<file path="config.mk">
export PLATFORM = sky130hd
export DESIGN_NAME = alarm_ctrl_flat
export DESIGN_NICKNAME = d
export VERILOG_FILES = /design/src/rtl/alarm_ctrl_if.sv /design/src/rtl/alarm_ctrl.sv /design/src/flat_wrapper.sv
export SDC_FILE = /design/constraint.sdc
export NUM_CORES = 1
export LEC_CHECK = 0
export CORE_MARGIN = 2
export CORE_UTILIZATION = 40
export CTS_CLUSTER_SIZE = 30
export DETAILED_ROUTE_END_ITERATION = 8
export PLACE_DENSITY = 0.71
export SKIP_CTS_REPAIR_TIMING = 1
export SYNTH_ARGS = -nofsm -noshare
export SYNTH_HDL_FRONTEND = slang
export SYNTH_SLANG_ARGS = --single-unit
</file>
<file path="constraint.sdc">
create_clock -name CLK -period 4.6 [get_ports CLK]
set_clock_uncertainty 0.1 [all_clocks]
set_input_delay 0.46 -clock CLK [delete_from_list [all_inputs] [get_ports CLK]]
set_output_delay 0.46 -clock CLK [all_outputs]
set_load 0.005 [all_outputs]
</file>
<file path="src/rtl/alarm_ctrl_if.sv">
// rtl/alarm_ctrl_if.sv - time/keypad inputs and display/buzzer outputs of the alarm stage
interface alarm_ctrl_if;
   logic        CE10;
   logic [31:0] TIME;
   logic        AMODE;
   logic        SETH;
   logic        SETM;
   logic        AEN;
   logic        STOP;
   logic        SNOOZE;
   logic [15:0] ALARM;
   logic        RINGING;
   logic        SNOOZING;
   logic        BUZZ;

   modport master (
      output CE10, TIME, AMODE, SETH, SETM, AEN, STOP, SNOOZE,
      input  ALARM, RINGING, SNOOZING, BUZZ
   );

   modport slave (
      input  CE10, TIME, AMODE, SETH, SETM, AEN, STOP, SNOOZE,
      output ALARM, RINGING, SNOOZING, BUZZ
   );
endinterface

</file>
<file path="src/rtl/alarm_ctrl.sv">
// rtl/alarm_ctrl.sv - settable BCD alarm with minute-boundary trigger, ring/snooze FSM and pulsed buzzer
module alarm_ctrl #(
   parameter int SEC_DIV    = 100,
   parameter int BEEP_ON    = 50,
   parameter int RING_SEC   = 60,
   parameter int SNOOZE_SEC = 300
) (
   input logic         CLK,
   input logic         RST,
   alarm_ctrl_if.slave bus
);
   localparam int              PW       = (SEC_DIV > 1) ? $clog2(SEC_DIV) : 1;
   localparam logic [PW-1:0]   PRE_MAX  = PW'(SEC_DIV - 1);
   localparam logic [PW-1:0]   BEEP_LIM = PW'(BEEP_ON);
   localparam logic [8:0]      RING_LIM = 9'(RING_SEC);
   localparam logic [8:0]      SNZ_LIM  = 9'(SNOOZE_SEC);

   typedef enum logic [1:0] {
      IDLE = 2'd0,
      RING = 2'd1,
      SNZ  = 2'd2
   } state_t;

   state_t        state_q, state_d;
   logic [PW-1:0] pre_q, pre_d;
   logic [8:0]    sec_q, sec_d, sec_inc;
   logic [7:0]    ah_q, ah_d, am_q, am_d;
   logic          match_q, match_d;
   logic          ringing_q, ringing_d;
   logic          snoozing_q, snoozing_d;
   logic          buzz_q, buzz_d;
   logic          match, trig, tick, state_chg;

   function automatic logic [7:0] bcd_inc(input logic [7:0] v, input logic [7:0] max);
      logic [7:0] r;
      if (v == max)
         r = 8'h00;
      else if (v[3:0] == 4'd9)
         r = {v[7:4] + 4'd1, 4'd0};
      else
         r = v + 8'd1;
      return r;
   endfunction

   always_comb begin
      match   = (bus.TIME[31:16] == {ah_q, am_q}) && (bus.TIME[15:0] == 16'h0000);
      match_d = match;
      trig    = match && !match_q;
      tick    = bus.CE10 && (pre_q == PRE_MAX);
      sec_inc = sec_q + 9'd1;

      // Abort conditions outrank STOP, which outranks SNOOZE, which outranks timeout.
      state_d = state_q;
      if (!bus.AEN || bus.AMODE) begin
         state_d = IDLE;
      end else begin
         case (state_q)
            IDLE: if (trig) state_d = RING;
            RING: begin
               if (bus.STOP)                           state_d = IDLE;
               else if (bus.SNOOZE)                    state_d = SNZ;
               else if (tick && (sec_inc == RING_LIM)) state_d = IDLE;
            end
            SNZ: begin
               if (bus.STOP)                          state_d = IDLE;
               else if (tick && (sec_inc == SNZ_LIM)) state_d = RING;
            end
            default: state_d = IDLE;
         endcase
      end
      state_chg = (state_d != state_q);

      // Idle prescaler parks at 0 so a key press sees a full second before its first step.
      pre_d = pre_q;
      if (state_chg)
         pre_d = '0;
      else if ((state_q == IDLE) && !bus.SETH && !bus.SETM)
         pre_d = '0;
      else if (bus.CE10)
         pre_d = tick ? '0 : pre_q + 1'b1;

      sec_d = sec_q;
      if (state_chg)
         sec_d = '0;
      else if (tick && (state_q != IDLE))
         sec_d = sec_inc;

      ah_d = ah_q;
      am_d = am_q;
      if (tick && (state_q == IDLE) && bus.AMODE) begin
         if (bus.SETH) ah_d = bcd_inc(ah_q, 8'h23);
         if (bus.SETM) am_d = bcd_inc(am_q, 8'h59);
      end

      ringing_d  = (state_d == RING);
      snoozing_d = (state_d == SNZ);
      buzz_d     = (state_d == RING) && (pre_d < BEEP_LIM);
   end

   always_ff @(posedge CLK) begin
      if (RST) begin
         state_q    <= IDLE;
         pre_q      <= '0;
         sec_q      <= '0;
         ah_q       <= 8'h00;
         am_q       <= 8'h00;
         match_q    <= 1'b0;
         ringing_q  <= 1'b0;
         snoozing_q <= 1'b0;
         buzz_q     <= 1'b0;
      end else begin
         state_q    <= state_d;
         pre_q      <= pre_d;
         sec_q      <= sec_d;
         ah_q       <= ah_d;
         am_q       <= am_d;
         match_q    <= match_d;
         ringing_q  <= ringing_d;
         snoozing_q <= snoozing_d;
         buzz_q     <= buzz_d;
      end
   end

   assign bus.ALARM    = {ah_q, am_q};
   assign bus.RINGING  = ringing_q;
   assign bus.SNOOZING = snoozing_q;
   assign bus.BUZZ     = buzz_q;
endmodule

</file>
<file path="src/flat_wrapper.sv">
// flat-port wrapper written by rule: the top's interface ports become plain ports
module alarm_ctrl_flat 
#(
   parameter int SEC_DIV    = 100,
   parameter int BEEP_ON    = 50,
   parameter int RING_SEC   = 60,
   parameter int SNOOZE_SEC = 300
)
  (CLK, RST, bus_CE10, bus_TIME, bus_AMODE, bus_SETH, bus_SETM, bus_AEN, bus_STOP, bus_SNOOZE, bus_ALARM, bus_RINGING, bus_SNOOZING, bus_BUZZ);
  alarm_ctrl_if bus_i ();
  input logic CLK;
  input logic RST;
  input wire logic [$bits(bus_i.CE10)-1:0] bus_CE10;
  input wire logic [$bits(bus_i.TIME)-1:0] bus_TIME;
  input wire logic [$bits(bus_i.AMODE)-1:0] bus_AMODE;
  input wire logic [$bits(bus_i.SETH)-1:0] bus_SETH;
  input wire logic [$bits(bus_i.SETM)-1:0] bus_SETM;
  input wire logic [$bits(bus_i.AEN)-1:0] bus_AEN;
  input wire logic [$bits(bus_i.STOP)-1:0] bus_STOP;
  input wire logic [$bits(bus_i.SNOOZE)-1:0] bus_SNOOZE;
  output wire logic [$bits(bus_i.ALARM)-1:0] bus_ALARM;
  output wire logic [$bits(bus_i.RINGING)-1:0] bus_RINGING;
  output wire logic [$bits(bus_i.SNOOZING)-1:0] bus_SNOOZING;
  output wire logic [$bits(bus_i.BUZZ)-1:0] bus_BUZZ;
  assign bus_i.CE10 = bus_CE10;
  assign bus_i.TIME = bus_TIME;
  assign bus_i.AMODE = bus_AMODE;
  assign bus_i.SETH = bus_SETH;
  assign bus_i.SETM = bus_SETM;
  assign bus_i.AEN = bus_AEN;
  assign bus_i.STOP = bus_STOP;
  assign bus_i.SNOOZE = bus_SNOOZE;
  assign bus_ALARM = bus_i.ALARM;
  assign bus_RINGING = bus_i.RINGING;
  assign bus_SNOOZING = bus_i.SNOOZING;
  assign bus_BUZZ = bus_i.BUZZ;
  alarm_ctrl #(.SEC_DIV(SEC_DIV), .BEEP_ON(BEEP_ON), .RING_SEC(RING_SEC), .SNOOZE_SEC(SNOOZE_SEC)) u_core (.CLK(CLK), .RST(RST), .bus(bus_i));
endmodule
</file>
# [Word level (Yosys, flattened, before mapping)]
# Index checks and enable logic that the tools add are counted.
# W data, S select, Z words.
[op_classes] add_sub_neg=6 magnitude_cmp=1 eq_ne=13 n_mux=16 n_reduce_logical=22
[op_table] op="$mux W8" count=4
[op_table] op="$mux W7" count=4
[op_table] op="$add A8 B1 Y8 const B" count=2
[op_table] op="$eq A16 B16 Y1" count=1
[op_table] op="$logic_not A16 Y1" count=1
[op_table] op="$mux W2" count=7
[op_table] op="$logic_and A1 B1 Y1" count=11
[op_table] op="$add A9 B1 Y9 const B" count=1
[op_table] op="$eq A9 B6 Y1 const B" count=1
[op_table] op="$eq A9 B9 Y1 const B" count=1
[op_table] op="$add A4 B1 Y4 const B" count=2
[op_table] op="$eq A4 B4 Y1 const B" count=2
[op_table] op="$eq A8 B6 Y1 const B" count=1
[op_table] op="$eq A8 B7 Y1 const B" count=1
[op_table] op="$add A7 B1 Y7 const B" count=1
[op_table] op="$eq A7 B7 Y1 const B" count=1
[op_table] op="$lt A7 B6 Y1 const B" count=1
[op_table] op="$pmux W2 S3" count=1
[op_table] op="$eq A2 B1 Y1 const B" count=2
[op_table] op="$eq A2 B2 Y1 const B" count=2
[op_table] op="$logic_not A1 Y1" count=4
[op_table] op="$reduce_and A2 Y1" count=2
[op_table] op="$logic_not A2 Y1" count=1
[op_table] op="$ne A2 B2 Y1" count=1
[op_table] op="3 further kinds" count=3
[totals] reg_bits=38 input_bits=41 out_inout_bits=19

# [Longest topological paths before layout]
[depth] ltp_word=12 mapped_depth=9 ltp_nobuf=8

# [Worst setup path after synthesis]
# Ideal clock, no wire load.
[synth_path] path_type="in2reg" startpoint="input bus_CE10" endpoint="register u_core.pre_q[2]" setup_time_ps=122 arrival_time_ps=2085 required_ps=4378 slack_ps=2293 stages=8 n_path_buf=1 path_cell_list="buf_2 nand2_1 nor4_1 nand4_1 or4b_4 a31oi_1 mux2i_1 nor2_1"
[synth_via] elab_chain_len=9
[synth_rtl] item="start: declaration" line="flat_wrapper.sv:13" source="input wire logic [$bits(bus_i.CE10)-1:0] bus_CE10;"
[synth_rtl] item="$logic_and A1 B1 Y1" line="alarm_ctrl.sv:49" source="tick = bus.CE10 && (pre_q == PRE_MAX);"
[synth_rtl] item="$logic_and A1 B1 Y1" line="alarm_ctrl.sv:62" source="else if (tick && (sec_inc == RING_LIM)) state_d = IDLE;"
[synth_rtl] item="$mux W2" line="alarm_ctrl.sv:62"
[synth_rtl] item="$mux W2" line="alarm_ctrl.sv:61" source="else if (bus.SNOOZE) state_d = SNZ;"
[synth_rtl] item="$mux W2" line="alarm_ctrl.sv:60" source="if (bus.STOP) state_d = IDLE;"
[synth_rtl] item="$pmux W2 S3" line="alarm_ctrl.sv:57" source="case (state_q)"
[synth_rtl] item="$mux W2" line="alarm_ctrl.sv:54" source="if (!bus.AEN || bus.AMODE) begin"
[synth_rtl] item="$ne A2 B2 Y1" line="alarm_ctrl.sv:71" source="state_chg = (state_d != state_q);"
[synth_rtl] item="$mux W7 (*)" line="alarm_ctrl.sv:75" source="if (state_chg)"
[synth_rtl] item="end signal: assignment" line="alarm_ctrl.sv:113" source="pre_q <= pre_d;"
[synth_rtl] item="end: declaration" line="alarm_ctrl.sv:25" source="logic [PW-1:0] pre_q, pre_d;"
# Every way passes the cells marked *; elsewhere a longest branch is shown, timed or not.
# A chain may end at the register's enable or synchronous reset.

# [Final worst setup path]
# Ends and elaborated chain as after synthesis.

==> impl_metrics.py <==
metrics = {
    "outcome": {
        "outcome": "finished clean",
    },
    "global_routing": {
        "grt_usage_pct": 18.1,
        "grt_pass1_wl_um": 9520,
        "grt_overflow": 0,
        "grt_max_degree": 24,
        "grt_pass1_vias": 2115,
        "antenna_found_initial": 0,
    },
    "finish": {
        "drive_above_1_share_pct": 5.59,
        "fin_nets": 408,
        "syn2layout_area_growth_pct": 30.9,
        "diodes": 0,
        "final_cells": 433,
    },
    "route": {
        "antenna_left": 0,
        "drt-pass1-iter-count": 4,
        "vias_per_cell": 5.33,
        "wire_per_inst_um": 13.2,
        "drc_errors": 0,
        "wirelength_um": 5730,
        "vias": 2308,
        "drt-initial-drc-count": 73,
    },
    "timing": {
        "worst_pin_slew_ns": 0.889,
        "hold_violations": 0,
        "slew_violations": 0,
        "maxSlewHeadroom_pct": 40.5,
        "setup_tns_ns": 0,
        "fin_ws_ns": 1.91,
        "period_share_pct": 58.4,
        "timing.fmax_mhz": 372,
        "min_period_ns": 2.69,
        "rsz0062_at_grt": "false",
        "setup_violations": 0,
    },
    "synthesis": {
        "synth_seq_cells": 38,
        "yosys.area.top_type_share_pct": 31.5,
        "yosysTopAreaCell": "dfxtp_1",
        "synth_edf_count": 0,
        "syn_inst": 301,
        "async_flop_share_pct": 0,
        "syn_area_um2": 2420,
        "yosysWarnings": 0,
        "synth_fp_nets": 352,
        "avgSynthCellArea_um2": 8.03,
        "synth_flop_cell": "dfxtp_1",
        "synth_area_leaders": "dfxtp_1 (31%), xnor2_1 (9.1%), nor2_1 (6.2%)",
        "ys_types": 50,
        "synth-seq-area-share_pct": 31.5,
    },
    "power_and_ir_drop": {
        "power_uw": 674,
        "power.leakage_uw": 0.00105,
        "ir_drop_v": 0.000138,
        "power.density_nw_per_um2": 213,
    },
    "setup_path": {
        "crit_fanout": 7,
        "crit_type": "input port to flip-flop",
        "required_ns": 4.68,
        "worstSetupEndpointType": "flip-flop",
        "arrival_ns": 2.76,
        "crit_path_start_kind": "input port",
        "reg2reg_depth": 8,
    },
    "die": {
        "start_util_pct": 41.1,
        "ios": 60,
        "die_w_um": 81.7,
        "die_area_um2": 6680,
        "coreArea_um2": 5890,
        "fp.dieH_um": 81.7,
        "rows": 28,
    },
    "worst_hold_path": {
        "hold_depth": 2,
        "hold_class": "flip-flop to flip-flop",
    },
    "cts": {
        "clk_pin_slew_ns": 0.08,
        "cts_tree": "built",
        "h-tree-depth": 2,
        "cts_buffer_depth": 2,
        "clk_latency_ns": 0.29,
        "cts_root_buffer": "clkbuf_8",
        "cts_made_buffers": 5,
        "cts.sink_count": 38,
    },
    "run": {
        "drv_cap": 0,
    },
    "place": {
        "post-dp-hpwl_um": 4490,
        "gp_congestion": 0.875,
        "preCtsSetupSlack_ns": 1.64,
        "placedCellCount": 425,
        "io_buffers": 59,
    },
}
[logic make-up (layout without fill, tap and decap cells)]
kind of cell	after synthesis	after routing	synth area share [%]
multiplexers	3	3	1.29
adder cells (fa/ha/maj)	10	10	5.18
buffers and inverters	18	75	3.21
AND/OR/NAND/NOR	148	148	33.3
flip-flops	38	38	31.5
AO/OA/AOI/OAI	50	50	13.2
XOR/XNOR	34	34	12.3
[cell usage after synthesis, types with 2 or more instances]
| cell type | number |
|---|---|
| nand2_1 | 22 |
| nor3b_2 | 2 |
| nand2b_1 | 6 |
| and2_1 | 3 |
| nor2_1 | 40 |
| xnor2_1 | 25 |
| nand4_1 | 14 |
| o21ai_0 | 14 |
| nand4b_1 | 4 |
| buf_2 | 2 |
| a21oi_1 | 16 |
| nor2b_1 | 3 |
| nor3b_1 | 3 |
| nor4_1 | 7 |
| and3_1 | 7 |
| nor3_1 | 13 |
| xor2_1 | 9 |
| a2111oi_0 | 2 |
| nand3_1 | 10 |
| clkbuf_1 | 6 |
| nand3b_1 | 3 |
| a31oi_1 | 2 |
| nand3_2 | 2 |
| ha_1 | 10 |
| a21boi_0 | 2 |
| or3_1 | 4 |
| dfxtp_1 | 38 |
| a211oi_1 | 2 |
| inv_1 | 8 |
| mux2i_1 | 2 |
[state kept, by name, indices dropped and copies added (netlist names)]
| register | cells |
|---|---|
| u_core.ah_q | 8 |
| u_core.am_q | 8 |
| u_core.bus.BUZZ | 1 |
| u_core.bus.RINGING | 1 |
| u_core.bus.SNOOZING | 1 |
| u_core.match_q | 1 |
| u_core.pre_q | 7 |
| u_core.sec_q | 9 |
| u_core.state_q | 2 |
[layout make-up]
class	count	area, um^2
Clock inverter	3	40.0
Inverter	8	30.0
Timing Repair Buffer	59	591
Sequential cell	38	761
Multi-Input combinational cell	245	1580
Clock buffer	5	68.8
Fill cell	583	2720
Tap cell	75	93.8
[metal layers]
metal / share of wire, % / global-route usage, % / up-vias
met2: 48 / 30.9 / 56
met1: 46 / 22.8 / 1049
met5: 0 / 0 / -
li1: - / - / 1193
met4: 1.2 / 5.33 / 0
met3: 4.6 / 3.85 / 10
[cells in the final DEF, fill, tap and decap left out, drive strengths merged, types with 9 or more instances in the layout]
cell and instances:
dfxtp 38, nand3 12, nor3 13, o21ai 15
nand4 14, clkdlybuf4s50 59, nand2 22, xor2 9
nor2 40, ha 10, a21oi 16, xnor2 25
[critical path, stage by stage]
cell	delay, ns
clkdlybuf4s50_1	0.60
nand2_1	0.13
nor4_1	0.32
nand4_1	0.16
or4b_4	0.51
a31oi_1	0.22
mux2i_1	0.29
nor2_1	0.08
[report_power, final]
part | internal [uW] | switching, uW | leakage [uW]
registers | 329 | 0.592 | 0.000306
logic | 40.9 | 23.6 | 0.000687
clock network | 160 | 120 | 0.0000579
[per-stage QoR]
step / instance area [um^2] / util, % / hold WS (ns)
floorplan: 2420 / - / 0.356
global placement: 3050 / 51.9 / 0.375
detailed placement: 3050 / 51.9 / 0.401
CTS: 3160 / 53.7 / 0.412
global route: 3160 / 53.7 / 0.458
finish: 3160 / 53.7 / 0.407
[path summary, 6_finish.rpt]
path | from | endpoint | slack [ns]
hold / removal | u_core.sec_q[1] | u_core.sec_q[1] | 0.41
hold reg to reg | u_core.sec_q[1] | u_core.sec_q[1] | 0.41
setup / recovery | bus_CE10 | u_core.pre_q[2] | 1.91
setup reg to reg | u_core.pre_q[0] | u_core.pre_q[2] | 2.07
Power figures use the tool's default switching activity.
